===== src/rtl/ase_emul_ooo_resp_shuffle.sv =====
// Response shuffler for the ASE emulator: buffers responses in a small slot pool
// and releases them in LFSR-driven pseudo-random order with an age-based deadline.
module ase_emul_ooo_resp_shuffle #(
  parameter int unsigned DATA_WIDTH   = 64,
  parameter int unsigned DEPTH        = 4,
  parameter int unsigned OUT_OF_ORDER = 1,
  parameter int unsigned MAX_AGE      = 8,
  parameter logic [15:0] LFSR_SEED    = 16'hace1
) (
  input  logic                           clk,
  input  logic                           reset,
  input  logic                           in_valid,
  input  logic [DATA_WIDTH-1:0]          in_data,
  output logic                           out_valid,
  output logic [DATA_WIDTH-1:0]          out_data,
  output logic [$clog2(DEPTH+1)-1:0]     occupancy
);

  localparam int unsigned IDX_W = (DEPTH > 1) ? $clog2(DEPTH) : 1;
  localparam int unsigned OCC_W = $clog2(DEPTH + 1);
  localparam int unsigned AGE_W = $clog2(MAX_AGE + 1);

  if (OUT_OF_ORDER == 0) begin : g_inorder

    always_ff @(posedge clk or posedge reset) begin
      if (reset) out_valid <= 1'b0;
      else       out_valid <= in_valid;
    end

    always_ff @(posedge clk) begin
      out_data <= in_data;
    end

    assign occupancy = '0;

  end else begin : g_shuffle

    logic [15:0]           lfsr;
    logic [DEPTH-1:0]      slot_valid;
    logic [DATA_WIDTH-1:0] slot_data [DEPTH];
    logic [AGE_W-1:0]      slot_age  [DEPTH];

    logic             aged_hit;
    logic [IDX_W-1:0] aged_idx;
    logic [IDX_W-1:0] free_idx;
    logic [IDX_W-1:0] scan_start;
    logic [IDX_W-1:0] scan_idx;
    logic [IDX_W-1:0] probe;
    logic [IDX_W-1:0] victim;
    logic [IDX_W-1:0] wr_idx;
    logic             full;
    logic             emit;

    // Slot search: lowest expired slot, lowest free slot, and first valid slot from the random start
    always_comb begin
      aged_hit   = 1'b0;
      aged_idx   = '0;
      free_idx   = '0;
      scan_idx   = '0;
      probe      = '0;
      scan_start = lfsr[IDX_W:1];
      for (int i = int'(DEPTH) - 1; i >= 0; i--) begin
        if (slot_valid[IDX_W'(i)] && slot_age[IDX_W'(i)] == AGE_W'(MAX_AGE)) begin
          aged_hit = 1'b1;
          aged_idx = IDX_W'(i);
        end
        if (!slot_valid[IDX_W'(i)]) free_idx = IDX_W'(i);
      end
      for (int k = int'(DEPTH) - 1; k >= 0; k--) begin
        probe = scan_start + IDX_W'(k);
        if (slot_valid[probe]) scan_idx = probe;
      end
    end

    // A full pool with a new arrival always releases one entry so nothing is dropped
    always_comb begin
      full   = (occupancy == OCC_W'(DEPTH));
      emit   = (occupancy != '0) && (aged_hit || (full && in_valid) || lfsr[0]);
      victim = aged_hit ? aged_idx : scan_idx;
      wr_idx = full ? victim : free_idx;
    end

    always_ff @(posedge clk or posedge reset) begin
      if (reset) lfsr <= LFSR_SEED;
      else       lfsr <= {lfsr[14:0], lfsr[15] ^ lfsr[13] ^ lfsr[12] ^ lfsr[10]};
    end

    always_ff @(posedge clk or posedge reset) begin
      if (reset) begin
        slot_valid <= '0;
        for (int i = 0; i < int'(DEPTH); i++) slot_age[IDX_W'(i)] <= '0;
      end else begin
        for (int i = 0; i < int'(DEPTH); i++) begin
          if (in_valid && wr_idx == IDX_W'(i)) begin
            slot_valid[IDX_W'(i)] <= 1'b1;
            slot_age[IDX_W'(i)]   <= '0;
          end else if (emit && victim == IDX_W'(i)) begin
            slot_valid[IDX_W'(i)] <= 1'b0;
            slot_age[IDX_W'(i)]   <= '0;
          end else if (slot_valid[IDX_W'(i)] && slot_age[IDX_W'(i)] != AGE_W'(MAX_AGE)) begin
            slot_age[IDX_W'(i)]   <= slot_age[IDX_W'(i)] + AGE_W'(1);
          end
        end
      end
    end

    // Payload storage carries no reset
    always_ff @(posedge clk) begin
      if (in_valid) slot_data[wr_idx] <= in_data;
    end

    always_ff @(posedge clk or posedge reset) begin
      if (reset)                  occupancy <= '0;
      else if (in_valid && !emit) occupancy <= occupancy + OCC_W'(1);
      else if (!in_valid && emit) occupancy <= occupancy - OCC_W'(1);
    end

    always_ff @(posedge clk or posedge reset) begin
      if (reset) out_valid <= 1'b0;
      else       out_valid <= emit;
    end

    always_ff @(posedge clk) begin
      if (emit) out_data <= slot_data[victim];
    end

  end

endmodule


===== config.mk =====
export PLATFORM = sky130hd
export DESIGN_NAME = ase_emul_ooo_resp_shuffle
export DESIGN_NICKNAME = d
export VERILOG_FILES = /design/src/rtl/ase_emul_ooo_resp_shuffle.sv
export SDC_FILE = /design/constraint.sdc
export NUM_CORES = 1
export LEC_CHECK = 0
export BUFFER_PORTS_ARGS = -buffer_cell sky130_fd_sc_hd__buf_2
export CAP_MARGIN = 5
export CORE_MARGIN = 2
export CORE_UTILIZATION = 40
export DETAILED_ROUTE_END_ITERATION = 7
export PLACE_DENSITY = 0.57
export SKIP_CTS_REPAIR_TIMING = 1
export SLEW_MARGIN = 20
export SYNTH_ARGS = -nofsm -noshare
export SYNTH_HDL_FRONTEND = slang
export SYNTH_SLANG_ARGS = --single-unit

===== constraint.sdc =====
create_clock -name clk -period 6.9 [get_ports clk]
set_input_delay 1.725 -clock clk [delete_from_list [all_inputs] [get_ports clk]]
set_output_delay 1.725 -clock clk [all_outputs]
set_load 0.02 [all_outputs]

==> out/qor.yml, run 1 <==
run_status:
  outcome: "finished, final reports clean"
synthesis:
  synth_edf_count: 192
  synth_cell_types: 31
  synth_top_area_share: 0.812
  ys.warnings.count: 2
  synthTopCellsByCount: "nand2_1, edfxtp_1, buf_2, dfrtp_1, inv_1"
  ys.flop_type: "edfxtp_1"
  syn_inst: 454
  synth_fp_nets: 524
  netlist_top_cells_area: "edfxtp_1, nand2_1, dfrtp_1"
  ys_seq_area_frac: 0.843
  postSynthAreaPerCell_sq_um: 15.6
  syn_area_sq_um: 7100
  yosys_register_bits: 201
  ys_async_sr_fraction: 0.0448
  synth_top_area_cell: "edfxtp_1"
  yosysMostFrequentCell: "nand2_1"
layout:
  multi_input_area_sq_um: 1030
  instances_no_fill: 837
  antenna_cells: 0
  drive_above_1_share: 0.283
  stdcell_area_sq_um: 8680
  fillers: 1474
  area_growth_pct: 22.1
  regArea_sq_um: 5990
  finalNetCount: 668
setup_path:
  crit_arrival_ns: 3.42
  critPathMaxStageDelay_ns: 0.75
  crit_chain: "buf_2 > nand4bb_1 > o22ai_4 > buf_4"
  path_class: "in -> reg"
  endpoint_kind: "flop"
  cp_slowest_cell: "o22ai_4"
  cp.required_ns: 7.02
  cp_max_fo: 38
  startpoint_type: "input port"
global_route:
  grt_pass1_wl_um: 19300
  grt_max_degree: 68
  antenna_found_initial: 0
  grtUsageTotal: 0.133
  grt_overflow: 0
  grt_pass1_vias: 3812
pwr:
  share_seq_of_total_power: 0.495
  ir_drop_v: 0.000228
  switching_share: 0.302
  powerDensity_nw_per_um2: 434
  intPower_w: 0.00263
  p_leak_nw: 3.52
  pwr-share-clk: 0.284
  power_frac_comb: 0.221
  p_total_w: 0.00376
  p_sw_w: 0.00114
place:
  io_buffers: 134
  placed_cells: 800
  place_hpwl_um: 7520
  place.gp.congestion: 0.705
  place_area_sq_um: 8020
timing:
  rsz0062_at_grt: "false"
  max_freq_mhz: 303
  min_period_over_period: 0.478
  tightest_slew_ns: 0.945
  period_minus_slack_ns: 3.30
  finalHoldViolations: 0
  skew_ns: 0.0111
  tns_ns: 0
  finalSetupViolations: 0
  drv_slew: 0
  slew-limit-headroom: 0.370
clocking:
  cts_tree: "done"
  clock-sinks: 201
  root_buffer: "clkbuf_16"
  clockBufferDepth: 3
  cts_buffers: 21
  h-tree-depth: 1
  insertion_delay_ns: 0.49
  clkTransAtPathRegs_ns: 0.06
floorplan:
  start_util: 0.409
  fp.dieArea_sq_um: 18800
  core-area_sq_um: 17400
  die_h_um: 137
  floorplan.rows: 48
  fp.dieW_um: 137
  ios: 135
drt:
  wl_um: 12700
  drtPass1Iterations: 7
  drtAntennaViolNets: 0
  first_iter_violations: 219
  vias: 3878
  avgRoutedWirePerCell_um: 15.1
  routed_via_density: 4.63
  drc_errors: 0
run:
  maxCapViolations: 0
hold_path:
  min_path_type: "reg -> reg"
per-stage QoR:
stage,hold WS (ns),setup WS [ns],util
6_report,0.507,3.60,0.500
2_1_floorplan,0.484,1.40,-
4_1_cts,0.509,3.54,0.500
3_3_place_gp,0.485,3.12,0.462
3_5_place_dp,0.494,3.03,0.462
5_1_grt,0.527,3.44,0.500
path summary, 6_finish.rpt:
| path | start | to | slack (ns) | cells past startpoint |
|---|---|---|---|---|
| max reg2reg | g_shuffle.slot_age[12] | g_shuffle.slot_data[0][63] | 4.26 | 5 |
| max in group asynchronous | reset | g_shuffle.slot_valid[0] | 5.43 | 2 |
| max | in_valid | g_shuffle.slot_data[0][63] | 3.60 | 4 |
| min reg2reg | g_shuffle.slot_data[0][30] | out_data[30] | 0.51 | 2 |
| min | g_shuffle.slot_data[0][30] | out_data[30] | 0.51 | 2 |
| min in group asynchronous | reset | occupancy[1] | 1.20 | 2 |
cell type report:
class	instances	area share
timing repair buffer	137	0.0799
inverter	6	0.00260
clock buffer	23	0.0614
clock inverter	14	0.0140
tap	225	0.0324
sequential	201	0.691
multi-input combinational	231	0.119
state kept, by name, summed over array words and instances (netlist names):
register / flops
occupancy: 3
g_shuffle.slot_age: 4
g_shuffle.slot_valid: 1
g_shuffle.slot_data: 128
out_valid: 1
out_data: 64
power groups by stage:
stage	Clock, W	Combinational [W]	Sequential (W)
finish	0.00107	0.000832	0.00186
global route	0.00115	0.000919	0.00189
CTS	0.00110	0.000855	0.00187
detailed placement	0	0.000853	0.00189
global placement	0	0.000836	0.00187
floorplan	0	0.000314	0.00212
cell usage in the layout (no fill, tap or decap), types with 2 or more instances in the layout:
master,instances
nand2_1,194
edfxtp_1,192
buf_2,134
clkbuf_16,21
dfrtp_1,9
inv_1,6
clkinv_2,6
xor2_1,4
clkinv_1,4
o21ai_0,3
a21oi_1,3
ha_1,3
buf_4,3
nand4b_1,2
nand2b_1,2
nor2_1,2
bufinv_16,2
clkbuf_1,2
worst max-delay path: cells and delay by family:
kind	cells	cell delay [ns]
and+or+nand+nor	1	0.19
AOI/OAI and AO/OA	1	0.75
buffers and inverters	2	0.71
routing by layer:
metal	global-route usage	wire (um)	vias to the layer above
met5	0	0	-
met4	0.0395	252	0
met3	0.0269	843	22
met2	0.216	6040	125
met1	0.183	5530	1847
li1	-	-	1884
cells by family after synthesis:
group,synth area share
DFF,0.843
muxes,0.00141
AOI/OAI and AO/OA,0.00969
adders and majority gates,0.00528
xor gates and xnor gates,0.00616
buffers and inverters,0.0148
and+or+nand+nor,0.119
(Power assumes the default switching activity.)
==> run 2: changes to the inputs <==
- PLACE_DENSITY: 0.57 -> 0.59
- clock period: 6.9 -> 2.7 ns (I/O delays scaled with it)
==> run 2 against run 1 <==
  * Worst hold slack lost 0.36 ns
  * Count of clock-buffer cells in the layout grew 5
  * Global-route usage grew 0.48 points
  * Setup slack lost 3.1 ns
  * Sequential cell count is the same
  * Non-clock buffer count grew 5
  * Largest power group unchanged
  * Total power grew to 2.6 times the previous value
  * Largest cell class unchanged
  * Critical endpoint is now occupancy[2]
  * Clock power grew to 2.5 times the previous value
  * Die area is the same
  * Highest routed layer unchanged
  * Design area grew 0.62%
  * First-iteration DRC count grew 19%
  * Sequential share of layout area shrank 0.43 points
==> out/qor.yml, run 2 (synthesis results as in run 1) <==
floorplan:
  fp.dieArea_sq_um: 18800
  core-area_sq_um: 17400
  die_h_um: 137
  start_util: 0.409
  floorplan.rows: 48
  ios: 135
  fp.dieW_um: 137
setup_path:
  cp_slowest_cell: "dfrtp_1"
  crit_arrival_ns: 2.59
  endpoint_kind: "flop"
  cp_top_family: "simple AND/OR/NAND/NOR gates"
  cp.required_ns: 3.11
  path_class: "reg -> reg"
  crit_chain: "or3_4 > inv_1 > ha_1 > or3_2 > a21oi_1 > xor2_1"
  path_buf_inv: 1
  ff2ff_setup_slack_ns: 0.53
  critPathMaxStageDelay_ns: 0.50
  cp_max_fo: 28
  startpoint_type: "flop"
global_route:
  grtUsageTotal: 0.138
  grt_pass1_wl_um: 19800
  grt_pass1_vias: 3869
  grt_max_degree: 68
  grt_overflow: 0
  antenna_found_initial: 0
place:
  place_area_sq_um: 8070
  place.gp.congestion: 0.714
  place_hpwl_um: 7890
  io_buffers: 134
timing:
  max_freq_mhz: 460
  min_period_over_period: 0.805
  tns_ns: 0
  rsz0062_at_grt: "false"
  finalSetupViolations: 0
  slew-limit-headroom: 0.485
  skew_ns: 0.0108
  drv_slew: 0
  period_minus_slack_ns: 2.17
  finalHoldViolations: 0
  tightest_slew_ns: 0.772
layout:
  largest-register: "g_shuffle.slot_data"
  final_common_cell: "nand2_1"
  largest_reg_flops: 128
  reg_top3: "g_shuffle.slot_data x128, out_data x64, g_shuffle.slot_age x4"
  finalNetCount: 674
  layout_common_cells: "nand2_1, edfxtp_1, buf_2"
  fillers: 1487
  stdcell_area_sq_um: 8730
  drive_above_1_share: 0.288
  area_growth_pct: 22.9
  antenna_cells: 0
drt:
  first_iter_violations: 260
  drtAntennaViolNets: 0
  wl_um: 13100
  routed_via_density: 4.67
  drtPass1Iterations: 4
  avgRoutedWirePerCell_um: 15.5
  drc_errors: 0
  vias: 3945
pwr:
  powerDensity_nw_per_um2: 1100
  p_leak_nw: 3.55
  ir_drop_v: 0.000672
  p_total_w: 0.00964
run_status:
  outcome: "finished, final reports clean"
clocking:
  clock-sinks: 201
  cts_buffers: 22
  root_buffer: "clkbuf_16"
  clockBufferDepth: 3
  cts_tree: "done"
  h-tree-depth: 1
  clkTransAtPathRegs_ns: 0.06
  insertion_delay_ns: 0.49
hold_path:
  min_path_type: "in -> async"
run:
  maxCapViolations: 0
## run 2: cell types whose count changed in the layout (fill, tap and decap cells not counted)
cell / delta
buf_4: +4
bufinv_16: -2
clkbuf_1: +2
clkbuf_16: +2
buf_12: +1
clkbuf_8: +1
clkinvlp_4: -1
## run 2: path summary, 6_finish.rpt
check / from / end / cells past startpoint
max reg2reg: occupancy[0] / occupancy[2] / 6
max in group asynchronous: reset / g_shuffle.slot_age[14] / 2
min reg2reg: g_shuffle.slot_data[0][20] / out_data[20] / 2
min: reset / occupancy[1] / 2
max: occupancy[0] / occupancy[2] / 6
min in group clk: in_data[51] / g_shuffle.slot_data[1][51] / 1
## run 2: worst register-to-register path, delay by kind of cell, from the launching register on
kind	cells	cell delay, ns
AND/OR/NAND/NOR	2	0.85
flip-flops	1	0.50
adder cells (fa/ha/maj)	1	0.24
AO/OA/AOI/OAI	1	0.20
XOR/XNOR	1	0.17
buffers and inverters	1	0.15
## run 2: power by group
group          internal [W]  total [W]  switching [W]
Clock               0.00158    0.00268        0.00111
Sequential          0.00448    0.00477       0.000295
Combinational      0.000647    0.00219        0.00154
## run 2: stage by stage
step	hold WS (ns)	worst slack, ns	instances	util
global placement	0.484	0.606	805	0.465
finish	0.142	0.527	844	0.503
CTS	0.144	0.482	844	0.503
detailed placement	0.492	0.514	805	0.465
global route	0.170	0.411	844	0.503
floorplan	0.484	0.0482	454	-
## run 2: cell type report
class | instances | area (sq um) | share of cell area
well taps | 225 | 282 | 0.0322
flip-flops and latches | 201 | 5990 | 0.686
repair buffers | 142 | 743 | 0.0851
multi-input cells | 231 | 1030 | 0.118
inverters | 6 | 22.5 | 0.00258
clock buffers | 28 | 604 | 0.0692
clock inverters | 11 | 53.8 | 0.00616
## run 2: layer usage
metal  routed length [um]  share of wire  up-vias  GRT usage
met5                    0              0        -          0
met4                  254          0.019        0     0.0395
met3                  910          0.070       22     0.0353
met2                 6250           0.48      122      0.236
met1                 5640           0.43     1901      0.173
li1                     -              -     1900          -
==> run 3: changes to the inputs <==
- PLACE_DENSITY: 0.59 -> 0.57
- clock period: 2.7 -> 2.1 ns (I/O delays scaled with it)
==> run 3 against run 2 <==
  * Worst hold slack lost 0.12 ns
  * Setup slack worse by 0.30 ns
  * Maximum frequency up 16%
  * Largest power group unchanged
  * Critical path depth unchanged
  * Die area unchanged
  * Sequential cell count stayed put
  * Count of clock-buffer cells in the layout rose by 3
  * Non-clock buffer count increased by 3
  * Sequential share of layout area shrank 0.13 points
  * Core utilization up 0.12 points
  * Sequential power is 29% higher
  * Critical path type unchanged
  * Via count decreased by 2.0%
==> out/qor.yml, run 3 (synthesis results as in run 1) <==
run_status:
  outcome: "finished, final reports clean"
setup_path:
  crit_chain: "or3_4 > inv_1 > ha_1 > or3_2 > a21oi_1 > xor2_1"
  cp_top_family: "simple AND/OR/NAND/NOR gates"
  path_buf_inv: 1
  critPathMaxStageDelay_ns: 0.47
  path_class: "reg -> reg"
  startpoint_type: "flop"
  cp.required_ns: 2.50
  crit_arrival_ns: 2.27
  ff2ff_setup_slack_ns: 0.23
  cp_max_fo: 11
  endpoint_kind: "flop"
  cp_slowest_cell: "dfrtp_1"
drt:
  drc_errors: 0
  drtAntennaViolNets: 0
  avgRoutedWirePerCell_um: 15.3
  routed_via_density: 4.58
  vias: 3867
  drtPass1Iterations: 4
  wl_um: 12900
  first_iter_violations: 320
floorplan:
  fp.dieArea_sq_um: 18800
  start_util: 0.409
  fp.dieW_um: 137
  core-area_sq_um: 17400
  die_h_um: 137
  floorplan.rows: 48
  ios: 135
timing:
  period_minus_slack_ns: 1.87
  slew-limit-headroom: 0.690
  max_freq_mhz: 534
  fin_ws_ns: 0.228
  tightest_slew_ns: 0.466
  rsz0062_at_grt: "false"
  finalHoldViolations: 0
  min_period_over_period: 0.891
  drv_slew: 0
  skew_ns: 0.00949
  finalSetupViolations: 0
clocking:
  cts_tree: "done"
  insertion_delay_ns: 0.47
  clkTransAtPathRegs_ns: 0.06
  root_buffer: "clkbuf_16"
  h-tree-depth: 1
  clock-sinks: 201
  cts_buffers: 20
  clockBufferDepth: 3
place:
  io_buffers: 134
  place_hpwl_um: 8030
  place.gp.congestion: 0.700
  place_ws_ns: 0.220
  place_area_sq_um: 8160
pwr:
  intPower_w: 0.00851
  share_seq_of_total_power: 0.501
  p_leak_nw: 3.53
  powerDensity_nw_per_um2: 1400
  pwr-share-clk: 0.261
  p_sw_w: 0.00372
  switching_share: 0.304
  ir_drop_v: 0.000630
  power_frac_comb: 0.238
layout:
  final_common_cell: "nand2_1"
  area_growth_pct: 23.2
  utilization: 0.504
  drive_above_1_share: 0.289
  fillers: 1509
  largest-register: "g_shuffle.slot_data"
  layout_common_cells: "nand2_1, edfxtp_1, buf_2"
  largest_reg_flops: 128
  finalNetCount: 675
  antenna_cells: 0
  reg_top3: "g_shuffle.slot_data x128, out_data x64, g_shuffle.slot_age x4"
  stdcell_area_sq_um: 8750
global_route:
  grt_pass1_vias: 3777
  grt_pass1_wl_um: 19500
  grt_max_degree: 68
  grtUsageTotal: 0.136
  grt_overflow: 0
  antenna_found_initial: 0
run:
  maxCapViolations: 0
hold_path:
  min_path_type: "in -> async"
-- run 3: cell count changes in the layout (fill, tap and decap cells not counted), sizes merged --
cell,before,now
inv,7,6
clkinv,10,4
clkinvlp,0,1
clkbuf,28,31
buf,142,145
-- run 3: layout make-up --
type / count / area, sq um / area share
inverters: 6 / 22.5 / 0.00257
clock inverters: 5 / 23.8 / 0.00272
multi-input cells: 231 / 1060 / 0.121
well taps: 225 / 282 / 0.0322
repair buffers: 145 / 803 / 0.0918
flip-flops and latches: 201 / 5990 / 0.685
clock buffers: 31 / 563 / 0.0644
-- run 3: worst paths after layout --
kind	endpoint	startpoint	depth (start not counted)
max in group asynchronous	occupancy[0]	reset	2
min reg2reg	out_data[52]	g_shuffle.slot_data[0][52]	2
min	out_valid	reset	2
max	occupancy[2]	occupancy[1]	6
max reg2reg	occupancy[2]	occupancy[1]	6
min in group clk	g_shuffle.slot_data[1][58]	in_data[58]	1
-- run 3: metal layers --
metal,wire length [um],track usage,vias to the layer above
met5,0,0,-
met1,5680,0.178,1845
li1,-,-,1903
met4,254,0.0424,0
met3,733,0.0254,19
met2,6250,0.230,100
-- run 3: power by group through the flow --
stage               clock network [W]  registers [W]  logic [W]
CTS                           0.00329        0.00615    0.00298
floorplan                           0        0.00693    0.00110
global route                  0.00347        0.00623    0.00318
global placement                    0        0.00618    0.00294
finish                        0.00319        0.00613    0.00291
detailed placement                  0        0.00622    0.00298
-- run 3: worst register-to-register path: cells and delay by family (launching register included) --
family	cells	cell delay, ns
DFF	1	0.47
and+or+nand+nor	2	0.67
AOI/OAI and AO/OA	1	0.20
xor gates and xnor gates	1	0.15
buffers and inverters	1	0.09
adders and majority gates	1	0.22
-- run 3: stage by stage --
step           hold slack [ns]  instances  TNS [ns]  power (W)
6_report                0.0220        844         0     0.0122
5_1_grt                 0.0372        844         0     0.0129
4_1_cts                 0.0181        844         0     0.0124
3_5_place_dp             0.492        808         0    0.00920
3_3_place_gp             0.485        808         0    0.00912
2_1_floorplan            0.353        454    -15.76    0.00802
